<file path="config.mk">
export PLATFORM = sky130hd
export DESIGN_NAME = fpu_issue_sequencer
export DESIGN_NICKNAME = d
export VERILOG_FILES = /design/src/rtl/fpu_pkg.sv /design/src/rtl/fpu_lat_counter.sv /design/src/rtl/fpu_issue_sequencer.sv
export SDC_FILE = /design/constraint.sdc
export NUM_CORES = 1
export LEC_CHECK = 0
export CORE_MARGIN = 8
export CORE_UTILIZATION = 44
export DETAILED_ROUTE_END_ITERATION = 10
export HOLD_SLACK_MARGIN = 0.12
export PLACE_DENSITY_LB_ADDON = 0.2
export SETUP_SLACK_MARGIN = 0.5
export SYNTH_ARGS = -nofsm -noshare
export SYNTH_HDL_FRONTEND = slang
export SYNTH_SLANG_ARGS = --single-unit
</file>
<file path="constraint.sdc">
create_clock -name clk -period 1.65 [get_ports clk]
set_input_delay 0.33 -clock clk [delete_from_list [all_inputs] [get_ports clk]]
set_output_delay 0.33 -clock clk [all_outputs]
set_load 0.1 [all_outputs]
</file>
<file path="src/rtl/fpu_pkg.sv">
// rtl/fpu_pkg.sv - shared op codes, sequencer states and default latencies
package fpu_pkg;

    localparam logic [2:0] OP_ADD  = 3'd0;
    localparam logic [2:0] OP_SUB  = 3'd1;
    localparam logic [2:0] OP_MUL  = 3'd2;
    localparam logic [2:0] OP_DIV  = 3'd3;
    localparam logic [2:0] OP_SQRT = 3'd4;

    localparam int DEF_LAT_ADD  = 2;
    localparam int DEF_LAT_MUL  = 3;
    localparam int DEF_LAT_DIV  = 12;
    localparam int DEF_LAT_SQRT = 16;

    typedef enum logic [1:0] {
        ST_IDLE = 2'd0,
        ST_EXEC = 2'd1,
        ST_WB   = 2'd2
    } state_e;

    // Long-latency ops win when the decoder raises several flags at once.
    function automatic logic [2:0] op_select(
        input logic fadd,
        input logic fsub,
        input logic fmul,
        input logic fdiv,
        input logic fsqrt
    );
        logic [2:0] op;
        op = OP_ADD;
        if (fdiv)       op = OP_DIV;
        else if (fsqrt) op = OP_SQRT;
        else if (fmul)  op = OP_MUL;
        else if (fsub)  op = OP_SUB;
        else if (fadd)  op = OP_ADD;
        return op;
    endfunction

endpackage

</file>
<file path="src/rtl/fpu_lat_counter.sv">
// rtl/fpu_lat_counter.sv - 5-bit loadable down-counter with zero detect
module fpu_lat_counter (
    input  logic       clk,
    input  logic       rst,
    input  logic       load,
    input  logic       en,
    input  logic [4:0] load_val,
    output logic [4:0] count,
    output logic       zero
);

    logic [4:0] count_q;

    always_ff @(posedge clk or posedge rst) begin
        if (rst) begin
            count_q <= 5'd0;
        end else if (load) begin
            count_q <= load_val;
        end else if (en && (count_q != 5'd0)) begin
            count_q <= count_q - 5'd1;
        end
    end

    assign count = count_q;
    assign zero  = (count_q == 5'd0);

endmodule

</file>
<file path="src/rtl/fpu_issue_sequencer.sv">
// rtl/fpu_issue_sequencer.sv - single-issue FP sequencer: start pulse, stall and timed writeback
module fpu_issue_sequencer
    import fpu_pkg::*;
#(
    parameter int LAT_ADD  = DEF_LAT_ADD,
    parameter int LAT_MUL  = DEF_LAT_MUL,
    parameter int LAT_DIV  = DEF_LAT_DIV,
    parameter int LAT_SQRT = DEF_LAT_SQRT
) (
    input  logic       clk,
    input  logic       rst,
    input  logic       fadd,
    input  logic       fsub,
    input  logic       fmul,
    input  logic       fdiv,
    input  logic       fsqrt,
    input  logic       issue_valid,
    input  logic [4:0] rd,
    input  logic       flush,
    output logic       stall,
    output logic       fpu_start,
    output logic [2:0] fpu_op,
    output logic       busy,
    output logic       wb_valid,
    output logic [4:0] wb_rd
);

    localparam logic [4:0] LD_ADD  = 5'(LAT_ADD - 1);
    localparam logic [4:0] LD_MUL  = 5'(LAT_MUL - 1);
    localparam logic [4:0] LD_DIV  = 5'(LAT_DIV - 1);
    localparam logic [4:0] LD_SQRT = 5'(LAT_SQRT - 1);

    state_e     state_q, state_d;
    logic [2:0] op_q, op_d;
    logic [4:0] rd_q, rd_d;
    logic       req;
    logic [2:0] new_op;
    logic [4:0] load_val;
    logic       cnt_load;
    logic       cnt_en;
    logic [4:0] cnt;
    logic       cnt_zero;

    assign req    = issue_valid & (fadd | fsub | fmul | fdiv | fsqrt);
    assign new_op = op_select(fadd, fsub, fmul, fdiv, fsqrt);

    always_comb begin
        load_val = LD_ADD;
        case (new_op)
            OP_MUL:  load_val = LD_MUL;
            OP_DIV:  load_val = LD_DIV;
            OP_SQRT: load_val = LD_SQRT;
            default: load_val = LD_ADD;
        endcase
    end

    fpu_lat_counter u_lat_counter (
        .clk      (clk),
        .rst      (rst),
        .load     (cnt_load),
        .en       (cnt_en),
        .load_val (load_val),
        .count    (cnt),
        .zero     (cnt_zero)
    );

    always_ff @(posedge clk or posedge rst) begin
        if (rst) begin
            state_q <= ST_IDLE;
            op_q    <= OP_ADD;
            rd_q    <= 5'd0;
        end else begin
            state_q <= state_d;
            op_q    <= op_d;
            rd_q    <= rd_d;
        end
    end

    always_comb begin
        state_d   = state_q;
        op_d      = op_q;
        rd_d      = rd_q;
        fpu_start = 1'b0;
        stall     = 1'b0;
        cnt_load  = 1'b0;
        cnt_en    = 1'b0;
        case (state_q)
            ST_IDLE, ST_WB: begin
                // WB doubles as an issue slot so ops can go back-to-back.
                if (req && !flush) begin
                    fpu_start = 1'b1;
                    op_d      = new_op;
                    rd_d      = rd;
                    cnt_load  = 1'b1;
                    state_d   = ST_EXEC;
                end else begin
                    state_d   = ST_IDLE;
                end
            end
            ST_EXEC: begin
                cnt_en = 1'b1;
                stall  = req & ~flush;
                if (flush) begin
                    state_d = ST_IDLE;
                end else if ((cnt == 5'd1) || cnt_zero) begin
                    state_d = ST_WB;
                end
            end
            default: state_d = ST_IDLE;
        endcase
    end

    assign busy     = (state_q == ST_EXEC);
    assign wb_valid = (state_q == ST_WB);
    assign wb_rd    = rd_q;
    assign fpu_op   = op_q;

endmodule

</file>
==> results.sh <==
export IMPL_fin_ws_ns=-0.173
export IMPL_clockRootBuffer="sky130_fd_sc_hd__clkbuf_4"
export IMPL_die_h_um=58.7
export IMPL_die_area_um2=3450
export IMPL_maxClockFrequency_mhz=549
export IMPL_grt_pass1_wl_mm=3.94
export IMPL_ys_dominant_reg_cell="sky130_fd_sc_hd__dfrtp_1"
export IMPL_worst_min_delay_path_category="in2async"
export IMPL_diodes=0
export IMPL_drt_initial_drc_count=14
export IMPL_post_route_drc_count=0
export IMPL_fin_worst_skew_ns=0.00519
export IMPL_required_ns=1.32
export IMPL_detailed_place_hpwl_mm=1.64
export IMPL_grt_usage_pct=15.8
export IMPL_seqCellArea_um2=385
export IMPL_power_frac_seq_pct=26.6
export IMPL_status="finished, violations left"
export IMPL_clock_tree_htree_level_count=1
export IMPL_crit_fanout=2
export IMPL_clock_power_share_pct=9.6
export IMPL_count_of_maximum_capacitance_violations=0
export IMPL_setup_worst_path_end_class="output port"
export IMPL_synth_fp_nets=89
export IMPL_final_setup_violations=8
export IMPL_synth_seq_area_share_pct=46.8
export IMPL_yosys_warnings=0
export IMPL_avg_vias_per_cell=5.40
export IMPL_swShare_pct=47.5
export IMPL_failed_checks="negative setup slack"
export IMPL_power_frac_comb_pct=63.8
export IMPL_antenna_violating_nets_post_route=0
export IMPL_via_count=826
export IMPL_initial_core_util_pct=46.4
export IMPL_io_buffer_count=25
export IMPL_reg2reg_depth=7
export IMPL_design_portCount=26
export IMPL_setup_repair_after_global_routing_missed_its_margin="yes"
export IMPL_core_area_um2=1730
export IMPL_drt_pass1_iterations=4
export IMPL_syn_avg_cell_area_um2=11.0
export IMPL_layout_nets=145
export IMPL_clkTransAtPathRegs_ns=0.10
export IMPL_path_class="reg2out"
export IMPL_static_leakage_power_nw=0.703
export IMPL_worstSetupStartpointType="register"
export IMPL_slew_headroom_pct=80.4
export IMPL_ys_async_sr_fraction_pct=100
export IMPL_hold_violations=0
export IMPL_source_of_the_worst_register_to_register_timing_path="state_q[0]"
export IMPL_area_growth_pct=90.5
export IMPL_globalRouteOverflowTotal=0
export IMPL_power_per_cell_area_nw_per_um2=1530
export IMPL_wl_per_cell_um=18.9
export IMPL_clock_tree_from_tritoncts="done"
export IMPL_first_global_vias=817
export IMPL_peakVddDrop_uv=1020
export IMPL_finalMaxSlewViolations=0
export IMPL_grt_antenna_before_repair=0
export IMPL_synthesis_instances=73
export IMPL_r2r_end="wb_rd[3]"
export IMPL_design_power_total_mw=2.34
export IMPL_filler_cell_count=73
export IMPL_post_route_period_util_pct=110
export IMPL_path_cells="buf_6 > nor3b_4 > o31ai_4 > inv_4 > buf_12"
export IMPL_final_core_utilization_pct=88.5
export IMPL_cts_buffers=3
export IMPL_timing_critical_path_arrival_ns=1.49
export IMPL_clock_latency_ns=0.29
export IMPL_multi_input_area_um2=454
export IMPL_routabilityCongestion=0.740
export IMPL_power_internal_mw=1.23
export IMPL_max_stage_delay_ns=0.40
export IMPL_grt_start_max_net_pins=16
export IMPL_num_rows=15
export IMPL_drt_wl_total_mm=2.90
export IMPL_synth_seq_cells=15
export IMPL_yosysUniqueCellTypes=32
export IMPL_syn_cell_area_um2=802
export IMPL_timing_reg2reg_setup_slack_ns=-0.04
export IMPL_timing_final_crit_period_ns=1.82
export IMPL_layout_drive_gt1_share_pct=57.8
export IMPL_numClockSinks=15
export IMPL_synth_edff_count=0
export IMPL_timing_worst_slew_pin_value_ns=0.293
export IMPL_clockBufferDepth=2
export IMPL_switching_power_mw=1.11
export IMPL_dieWidth_um=58.7
export IMPL_standard_cell_with_the_maximum_stage_delay_on_the_critical_path="sky130_fd_sc_hd__dfrtp_1"
==> synthesized netlist by cell type, types with 2 or more instances <==
master	n	share of area, %
sky130_fd_sc_hd__mux2_2	3	4.2
sky130_fd_sc_hd__nor3_1	4	2.5
sky130_fd_sc_hd__nor2b_1	2	1.6
sky130_fd_sc_hd__a21oi_1	2	1.2
sky130_fd_sc_hd__nor4b_1	2	2.2
sky130_fd_sc_hd__or3_1	2	1.6
sky130_fd_sc_hd__o311a_1	2	2.5
sky130_fd_sc_hd__inv_1	8	3.7
sky130_fd_sc_hd__dfrtp_1	15	47
sky130_fd_sc_hd__mux2_4	2	3.7
sky130_fd_sc_hd__mux2i_1	3	3.7
sky130_fd_sc_hd__ha_1	2	3.1
sky130_fd_sc_hd__nor2_1	3	1.4
sky130_fd_sc_hd__o21ai_1	2	1.2
sky130_fd_sc_hd__nand3b_1	2	1.9
sky130_fd_sc_hd__o21ai_0	3	1.9
==> cell usage in the layout, fill, tap and decap left out, drive strengths merged <==
cell type	count
a21o	1
a21oi	2
a31oi	1
buf	43
clkbuf	3
clkdlybuf4s50	6
clkinv	1
dfrtp	15
dlygate4sd2	4
ha	2
inv	9
mux2	5
mux2i	3
nand2	1
nand2b	1
nand3	1
nand3b	2
nor2	3
nor2b	2
nor3	4
nor3b	1
nor4b	2
o211ai	1
o21a	1
o21ai	5
o21ba	1
o311a	2
o31a	1
o31ai	1
or3	3
or4	1
==> through the flow <==
stage | setup TNS, ns | area, um2 | worst slack [ns] | hold slack, ns | cells
final | -0.395 | 1530 | -0.173 | 0.330 | 153
after global routing | -0.842 | 1530 | -0.220 | 0.348 | 153
after CTS | -0.231 | 1480 | -0.118 | 0.328 | 150
after detailed placement | -4.54 | 1330 | -0.408 | 0.545 | 135
after global placement | -4.05 | 1330 | -0.386 | 0.538 | 135
after floorplan | -0.419 | 858 | -0.419 | 0.231 | 73
==> registers in the layout, indices dropped and copies added, names as in the netlist <==
name,cells
u_lat_counter.count,5
wb_rd,5
fpu_op,3
state_q,2
==> worst max-delay path, delay by kind of cell, from the launching register on <==
family	cells	cell delay, ns
buffers and inverters	3	0.38
AO/OA/AOI/OAI	1	0.15
flip-flops	1	0.40
AND/OR/NAND/NOR	1	0.27
==> layout make-up <==
class	instances	share of cell area, %
Inverter	9	2.38
Clock buffer	3	1.47
Sequential cell	15	25.2
Tap cell	25	2.05
Timing Repair Buffer	53	38.8
Clock inverter	1	0.328
Multi-Input combinational cell	47	29.7
==> power groups by stage <==
stage                     clock [mW]  sequential (mW)  combinational, mW
after floorplan                    0            0.989              0.403
after global placement             0            0.610               1.23
after detailed placement           0            0.619               1.25
after CTS                      0.228            0.610               1.39
after global routing           0.240            0.639               1.55
final                          0.224            0.624               1.49
==> per-layer routing <==
layer  vias up  wire, um  track usage [%]  share of wire, %
met2        37      1580             27.1                55
met3         8       198             5.22               6.8
li1        369         -                -                 -
met4         0        56             9.22               1.9
met5         -         0                0                 0
met1       412      1060             16.4                37
==> what timing repair did <==
item,4_1_cts,5_1_grt
hold buffers,0,0
endpoints found under the setup margin,26,27
gates resized for setup,30,7
cloned,0,0
pin swaps,5,6
buffers inserted,11,3
==> logic make-up (layout without fill, tap and decap cells) <==
kind of cell / Yosys count / count (layout) / synth area share (%)
buf+inv: 11 / 66 / 6.08
simple gates: 21 / 21 / 16.8
fa+ha+maj: 2 / 2 / 3.12
mux: 8 / 8 / 11.7
flops: 15 / 15 / 46.8
compound gates: 16 / 16 / 15.4
==> worst max path at each step <==
stage	start	end	slack, ns	depth (start not counted)
global placement	fdiv	stall	-0.39	6
detailed placement	fdiv	fpu_start	-0.41	5
floorplan	state_q[1]	stall	-0.42	3
finish	state_q[0]	fpu_start	-0.17	5
CTS	state_q[0]	fpu_start	-0.12	5
global route	state_q[0]	fpu_start	-0.22	5
No activity file was read; power rests on OpenSTA's default activity.
